File: src/rtl/riscv_muldiv_seq.sv
// RV32M iterative multiply/divide sequencer for EX: one bit per cycle on a shared
// 2*WORD_SIZE accumulator, with sign fix-up, divide shortcuts, flush abort and valid/ready result.
module riscv_muldiv_seq #(
    parameter int unsigned WORD_SIZE     = 32,
    parameter int unsigned REGFILE_COUNT = 32
) (
    input  logic                             clk_i,
    input  logic                             rst_ni,
    input  logic                             req_valid_i,
    output logic                             req_ready_o,
    input  logic [2:0]                       op_i,
    input  logic [WORD_SIZE-1:0]             a_i,
    input  logic [WORD_SIZE-1:0]             b_i,
    input  logic [$clog2(REGFILE_COUNT)-1:0] rd_i,
    input  logic                             flush_i,
    output logic                             stall_o,
    output logic                             resp_valid_o,
    input  logic                             resp_ready_i,
    output logic [WORD_SIZE-1:0]             result_o,
    output logic [$clog2(REGFILE_COUNT)-1:0] rd_o
);

    localparam int unsigned CNT_W = $clog2(WORD_SIZE);
    localparam logic [CNT_W-1:0] CNT_LAST = CNT_W'(WORD_SIZE - 1);
    localparam logic [WORD_SIZE-1:0] WORD_MIN = {1'b1, {(WORD_SIZE-1){1'b0}}};

    typedef enum logic [1:0] {IDLE, CALC, FIX, DONE} state_t;
    typedef enum logic [2:0] {
        OP_MUL    = 3'b000,
        OP_MULH   = 3'b001,
        OP_MULHSU = 3'b010,
        OP_MULHU  = 3'b011,
        OP_DIV    = 3'b100,
        OP_DIVU   = 3'b101,
        OP_REM    = 3'b110,
        OP_REMU   = 3'b111
    } op_t;

    state_t                   state, state_d;
    op_t                      op_in, op_q;
    logic [CNT_W-1:0]         cnt;
    logic                     sign_a, sign_b;
    logic [WORD_SIZE-1:0]     mag_b;
    logic [2*WORD_SIZE-1:0]   acc;

    logic                     accept, a_signed, b_signed, shortcut;
    logic [WORD_SIZE-1:0]     shortcut_res, mag_a_in, mag_b_in;
    logic [WORD_SIZE-1:0]     mul_addend;
    logic [WORD_SIZE:0]       hi_sum, rem_shift, diff;
    logic [2*WORD_SIZE-1:0]   acc_step, prod;
    logic [WORD_SIZE-1:0]     quo_f, rem_f, fix_res;

    // Request decode, operand magnitudes and single-cycle shortcut results
    always_comb begin
        op_in        = op_t'(op_i);
        accept       = (state == IDLE) && req_valid_i && !flush_i;
        a_signed     = op_in inside {OP_MULH, OP_MULHSU, OP_DIV, OP_REM};
        b_signed     = op_in inside {OP_MULH, OP_DIV, OP_REM};
        mag_a_in     = (a_signed && a_i[WORD_SIZE-1]) ? -a_i : a_i;
        mag_b_in     = (b_signed && b_i[WORD_SIZE-1]) ? -b_i : b_i;
        shortcut     = 1'b0;
        shortcut_res = '0;
        if (op_i[2] && (b_i == '0)) begin
            shortcut     = 1'b1;
            shortcut_res = op_i[1] ? a_i : '1;
        end else if ((op_in == OP_DIV || op_in == OP_REM) &&
                     (a_i == WORD_MIN) && (b_i == '1)) begin
            shortcut     = 1'b1;
            shortcut_res = op_i[1] ? '0 : WORD_MIN;
        end
    end

    // acc holds {high, low}: multiply keeps {partial product, multiplier},
    // divide keeps {remainder, dividend shifting out / quotient shifting in}
    always_comb begin
        mul_addend = acc[0] ? mag_b : '0;
        hi_sum     = {1'b0, acc[2*WORD_SIZE-1:WORD_SIZE]} + {1'b0, mul_addend};
        rem_shift  = acc[2*WORD_SIZE-1:WORD_SIZE-1];
        diff       = rem_shift - {1'b0, mag_b};
        if (!op_q[2]) begin
            acc_step = {hi_sum, acc[WORD_SIZE-1:1]};
        end else if (diff[WORD_SIZE]) begin
            acc_step = {rem_shift[WORD_SIZE-1:0], acc[WORD_SIZE-2:0], 1'b0};
        end else begin
            acc_step = {diff[WORD_SIZE-1:0], acc[WORD_SIZE-2:0], 1'b1};
        end
    end

    always_comb begin
        prod  = (sign_a ^ sign_b) ? -acc : acc;
        quo_f = (sign_a ^ sign_b) ? -acc[WORD_SIZE-1:0] : acc[WORD_SIZE-1:0];
        rem_f = sign_a ? -acc[2*WORD_SIZE-1:WORD_SIZE] : acc[2*WORD_SIZE-1:WORD_SIZE];
        unique case (op_q)
            OP_MUL:                       fix_res = prod[WORD_SIZE-1:0];
            OP_MULH, OP_MULHSU, OP_MULHU: fix_res = prod[2*WORD_SIZE-1:WORD_SIZE];
            OP_DIV, OP_DIVU:              fix_res = quo_f;
            default:                      fix_res = rem_f;
        endcase
    end

    always_ff @(posedge clk_i) begin
        if (!rst_ni) begin
            state <= IDLE;
        end else begin
            state <= state_d;
        end
    end

    always_comb begin
        state_d = state;
        unique case (state)
            IDLE: if (accept) state_d = shortcut ? DONE : CALC;
            CALC: if (cnt == CNT_LAST) state_d = FIX;
            FIX:  state_d = DONE;
            DONE: if (resp_ready_i) state_d = IDLE;
            default: state_d = IDLE;
        endcase
        if (flush_i) state_d = IDLE;
    end

    always_comb begin
        req_ready_o  = (state == IDLE);
        resp_valid_o = (state == DONE);
        unique case (state)
            IDLE:      stall_o = req_valid_i;
            CALC, FIX: stall_o = 1'b1;
            DONE:      stall_o = !resp_ready_i;
            default:   stall_o = 1'b0;
        endcase
        if (flush_i) stall_o = 1'b0;
    end

    always_ff @(posedge clk_i) begin
        if (!rst_ni) begin
            cnt      <= '0;
            op_q     <= OP_MUL;
            sign_a   <= 1'b0;
            sign_b   <= 1'b0;
            mag_b    <= '0;
            acc      <= '0;
            result_o <= '0;
            rd_o     <= '0;
        end else begin
            unique case (state)
                IDLE: begin
                    if (accept) begin
                        op_q   <= op_in;
                        rd_o   <= rd_i;
                        sign_a <= a_signed & a_i[WORD_SIZE-1];
                        sign_b <= b_signed & b_i[WORD_SIZE-1];
                        mag_b  <= mag_b_in;
                        acc    <= {{WORD_SIZE{1'b0}}, mag_a_in};
                        cnt    <= '0;
                        if (shortcut) result_o <= shortcut_res;
                    end
                end
                CALC: begin
                    acc <= acc_step;
                    cnt <= cnt + CNT_W'(1);
                end
                FIX:  result_o <= fix_res;
                default: ;
            endcase
        end
    end

endmodule

File: config.mk
export PLATFORM = sky130hd
export DESIGN_NAME = riscv_muldiv_seq
export DESIGN_NICKNAME = d
export VERILOG_FILES = /design/src/rtl/riscv_muldiv_seq.sv
export SDC_FILE = /design/constraint.sdc
export NUM_CORES = 1
export LEC_CHECK = 0
export CAP_MARGIN = 20
export CORE_MARGIN = 5
export CORE_UTILIZATION = 55
export CTS_CLUSTER_DIAMETER = 40
export CTS_CLUSTER_SIZE = 40
export DETAILED_ROUTE_END_ITERATION = 8
export PLACE_DENSITY = 0.76
export SLEW_MARGIN = 30
export SYNTH_ARGS = -nofsm -noshare
export SYNTH_HDL_FRONTEND = slang
export SYNTH_SLANG_ARGS = --single-unit
File: constraint.sdc
create_clock -name clk_i -period 3.9 [get_ports clk_i]
set_input_delay 0.39 -clock clk_i [delete_from_list [all_inputs] [get_ports clk_i]]
set_output_delay 0.39 -clock clk_i [all_outputs]
set_load 0.05 [all_outputs]
Yosys cells after proc, flatten, opt, wreduce, memory -nomap -nowiden. Index checks and enable logic that the tools add are counted.

Bits in registers: 145. Output and inout bits: 40. Word-level logic and storage cells: 94.

Add/sub/neg operators: 8. Equality and inequality tests: 19. Muxes and demuxes: 29. Bitwise operators: 4. Reduce and logical (&&, ||, !) cells: 25.

Operators by type and width (number): $mux W32 (11); $mux W64 (4); $neg A32 Y32 (4); $pmux W64 S2 (1); $pmux W32 S3 (1); $eq A32 B32 Y1 const B (2); $neg A64 Y64 (1); $pmux W32 S2 (1); $add A32 B32 Y33 (1); $sub A33 B32 Y33 (1); $logic_not A32 Y1 (1); $eq A3 B3 Y1 const B (4); $pmux W5 S2 (1); $eq A3 B2 Y1 const B (3); $mux W2 (4); $pmux W2 S4 (1); $logic_and A1 B1 Y1 (7); $eq A3 B1 Y1 const B (2); $ne A2 B1 Y1 const B (3); $reduce_and A3 Y1 (2); $reduce_or A2 Y1 (3); $add A5 B1 Y5 const B (1); $eq A5 B5 Y1 const B (1); $mux W5 (1); other kinds (17) (24).

Depth between registers and ports, before layout.
Depth in word-level cells: 9. Gate-level depth with buffers: 15. Gate-level depth less buffers: 13.

Worst setup path after synthesis. Ideal clock, no wire load.

Kind: flip-flop to flip-flop. From: reg acc[0]. To: reg acc[63]. Library setup time: 0.120 ns. Data arrival time: 3.036 ns. Required time: 3.780 ns. Setup slack: 0.745 ns. Cell stages (with the launch flop): 15. Path buffers: 2. Path through: dfxtp_1 -> clkbuf_1 -> inv_1 -> clkbuf_1 -> nor2_1 -> ha_1 -> o211ai_1 -> a21oi_1 -> o41ai_1 -> nor3_1 -> o211a_1 -> o31ai_1 -> o31ai_1 -> o2111a_1 -> o31a_1.

Cells in the longest elaborated chain, start to end: 4.

Ends and longest elaborated chain: from (decl) (RTL line 44) `logic [2*WORD_SIZE-1:0] acc;`; from (signal assigned) (RTL line 152) `acc <= {{WORD_SIZE{1'b0}}, mag_a_in};`; from (signal assigned) (RTL line 158) `acc <= acc_step;`; $mux W32 (RTL line 76) `mul_addend = acc[0] ? mag_b : '0;`; $add A32 B32 Y33 (RTL line 77) `hi_sum = {1'b0, acc[2*WORD_SIZE-1:WORD_SIZE]} + {1'b0, mul_addend};`; $mux W64 (RTL line 80) `if (!op_q[2]) begin`; $pmux W64 S2 (RTL line 144) `unique case (state)`.

Every way passes these cells. A chain may end at the register's enable or synchronous reset.

Worst setup path after layout.
From: reg acc[33]. To: reg result_o[26].

Cells in the longest elaborated chain, start to end: 4. Elaborated cells between the ends (all ways): 6. Classes of those cells: 2 x add/sub; 4 x mux.

Ends and longest elaborated chain: $neg A64 Y64 or $neg A32 Y32 (tied branches) (RTL line 90, 92); $mux W64 or $mux W32 (tied branches) (RTL line 90, 92); $pmux W32 S3 (*) (RTL line 93) `unique case (op_q)`; $pmux W32 S2 (*) (RTL line 144); to (signal assigned) (RTL line 154) `if (shortcut) result_o <= shortcut_res;`; to (signal assigned) (RTL line 161) `FIX: result_o <= fix_res;`; to (decl) (RTL line 19) `output logic [WORD_SIZE-1:0] result_o,`.

Mark *: on every way between the ends. The rest lies on a longest branch, timed or not.

==> impl_metrics.toml <==
[logic_synthesis]
yosys.area_share.xor_xnor_pct = 10.9
synth-seq-cells = 145
synth_mux_area_share_pct = 4.76
synthCells = 2020
synth.avg_cell_area_um2 = 7.20
yosysUniqueCellTypes = 86
synth-simple-area-share_pct = 22.7
netlist_top_cells_area = "dfxtp_1, ha_1, a21oi_1, xor2_1, o21ai_0"
post-synth-top-area-cell = "dfxtp_1"
synth_compound_area_share_pct = 29.1
yosysTopAreaCellShare_pct = 20.0
synthArstFlopShare_pct = 0
synth_ff_type = "dfxtp_1"
ys_seq_area_share_pct = 20.0
syn_area_mm2 = 0.0145
yosysWarnings = 0
ys_top_cells_by_count = "nand2_1, a21oi_1, nor2_1, o21ai_0, dfxtp_1"
synth-edff-count = 0
yosys.area_share.adder_pct = 6.73
syn_nets = 2174
synth_most_common_cell = "nand2_1"
synth_top_family_by_area = "compound AO/OA/AOI/OAI gates"

[cts]
clockBufferDepth = 2
cts.root.buffer_cell = "clkbuf_16"
htreeDepth = 4
ctsResizeCount = 0
holdBufCountCts = 0
cts.sinks = 145
tritoncts = "yes"
cts_inserted_buffers = 17
post_cts_buffers = 0
clk-insertion-delay-late_ps = 440
path_clk_slew_ps = 70

[power]
swShare_pct = 34.9
clkPwrFrac_pct = 38.1
p_sw_mw = 1.62
power_mw = 4.62
p_int_mw = 3.01
power_frac_seq_pct = 34.9
power_density_mw_per_mm2 = 275
ir_worst_vdd_mv = 0.244
comb_power_share_pct = 27.0
power_leakage_nw = 6.62

[die]
start_util_pct = 55.8
core-area_mm2 = 0.0261
pin_count = 117
row_count = 59
design.die.area_mm2 = 0.0298
dieWidth_um = 173
die_y_um = 173

[sta]
hold_viol = 0
finalSetupViolations = 0
fin_crit_sh_pct = 95.7
fin_hold_ws_ps = 463
rsz0062_at_grt = "no"
tns_ps = 0
worst_slew_pin_slew_ps = 981
finalCriticalPeriod_ps = 3730
fmax_ghz = 0.268
slew_headroom_pct = 34.6
slew_viol_final = 0
fin_worst_skew_ps = 17.8

[critical_path]
slowest_stage = "or3b_2"
startpoint_type = "register"
reg2reg_slack_ps = 170
crit_family = "simple AND/OR/NAND/NOR gates"
path_cells = "inv_1 > ha_1 > or3b_2 > nor4_2 > nand3_1 > nor3_1 > nand2b_1 > o21ai_0 > a221o_1 > a221oi_1 > o22ai_1"
crit_type = "reg2reg"
slowest_delay_ps = 530
r2r_cells = 11
required_ps = 4180
critPathLaunch = "acc[33]"
rr_startpoint = "acc[33]"
critPathCaptureType = "register"
r2r_end = "result_o[26]"
path_max_fanout = 10
path_buf_inv = 1
cp.arrival_ps = 4010

[route]
via_count = 16307
via_per_inst = 6.71
avgRoutedWirePerCell_um = 21.8
antenna_left = 0
drt_iter0_drc = 2212
drtPass1Iterations = 9
drt_wl_total_um = 53000
drc_errors = 0

[finish]
fin_nets = 2235
area_growth_pct = 15.4
layoutNonFillerInstCount = 2430
drive_above_1_share_pct = 7.35

[run_status]
status = "finished clean"

[global_route]
grt_max_degree = 68
grtUsageTotal_pct = 33.5
grt_pass1_vias = 14897
grt_pass1_wl_um = 82700
grt.overflow.total = 0
antenna_found_initial = 1

[hold_path]
holdCritStartpoint = "rd_o[4]"
holdPathStages = 2
min_to = "rd_o[4]"
hold_path_class = "reg2reg"

[flow_run]
maxCapViolCount = 0

[placed_design]
gp_congestion = 1.07
post-dp-hpwl_um = 39800
placement.io_buffers = 116
dp_cells = 2397
-- power by group through the flow --
stage	registers, mW	clock network, mW	logic (mW)
floorplan	1.61	0	0.794
global placement	1.64	0	1.18
detailed placement	1.64	0	1.19
CTS	1.61	1.76	1.20
global route	1.62	1.83	1.33
finish	1.61	1.76	1.25
-- layout make-up --
type                       instances  area [µm²]
clock inverter                    13         160
fill                            2287        9270
inverter                          71         267
antenna                            1        2.50
timing repair buffer             191        1740
multi-input combinational       1655       10800
sequential                       145        2900
tap                              335         419
clock buffer                      19         453
-- sequential cells by signal, summed over array words and instances, names as in the netlist --
register  flops
state         2
op_q          3
mag_b        32
sign_b        1
acc          64
rd_o          5
result_o     32
sign_a        1
cnt           5
-- worst max path at each step --
stage / end / slack (ps) / cells after the start
2_1_floorplan: acc[63] / 740 / 14
3_3_place_gp: result_o[9] / 300 / 11
3_5_place_dp: result_o[4] / 180 / 11
4_1_cts: result_o[26] / 320 / 11
5_1_grt: result_o[26] / 80 / 11
6_report: result_o[26] / 170 / 11
-- per-stage QoR --
step / setup slack (ps) / instance area, µm² / utilization, %
global route: 84.3 / 16800 / 64.4
detailed placement: 180 / 16200 / 62.1
floorplan: 745 / 14500 / -
CTS: 317 / 16800 / 64.4
finish: 168 / 16800 / 64.4
global placement: 300 / 16200 / 62.1
-- worst min-delay path: stages (launching register included) --
cell and delay, ps:
dfxtp_1 310, nand2_1 50, a21oi_1 60
-- per-layer routing --
layer	part of all wire, %	up-vias	global-route usage [%]
li1	-	7511	-
met1	42	7496	48.6
met2	42	1154	48.5
met3	13	146	9.17
met4	3.0	0	10.1
met5	0	-	0
-- placed cells by master, fill, tap and decap left out, types with 74 or more instances in the layout --
| cell type | count |
|---|---|
| xnor2_1 | 84 |
| buf_4 | 74 |
| clkdlybuf4s50_1 | 116 |
| a21oi_1 | 183 |
| nand2_1 | 202 |
| ha_1 | 74 |
| nor2_1 | 180 |
| o21ai_0 | 162 |
| xor2_1 | 95 |
| dfxtp_1 | 144 |
-- cells by family after synthesis --
family,count (synthesis)
mux,69
buf+inv,220
flops,145
simple gates,666
fa+ha+maj,77
compound gates,662
xor+xnor,181
(Power assumes the default switching activity.)
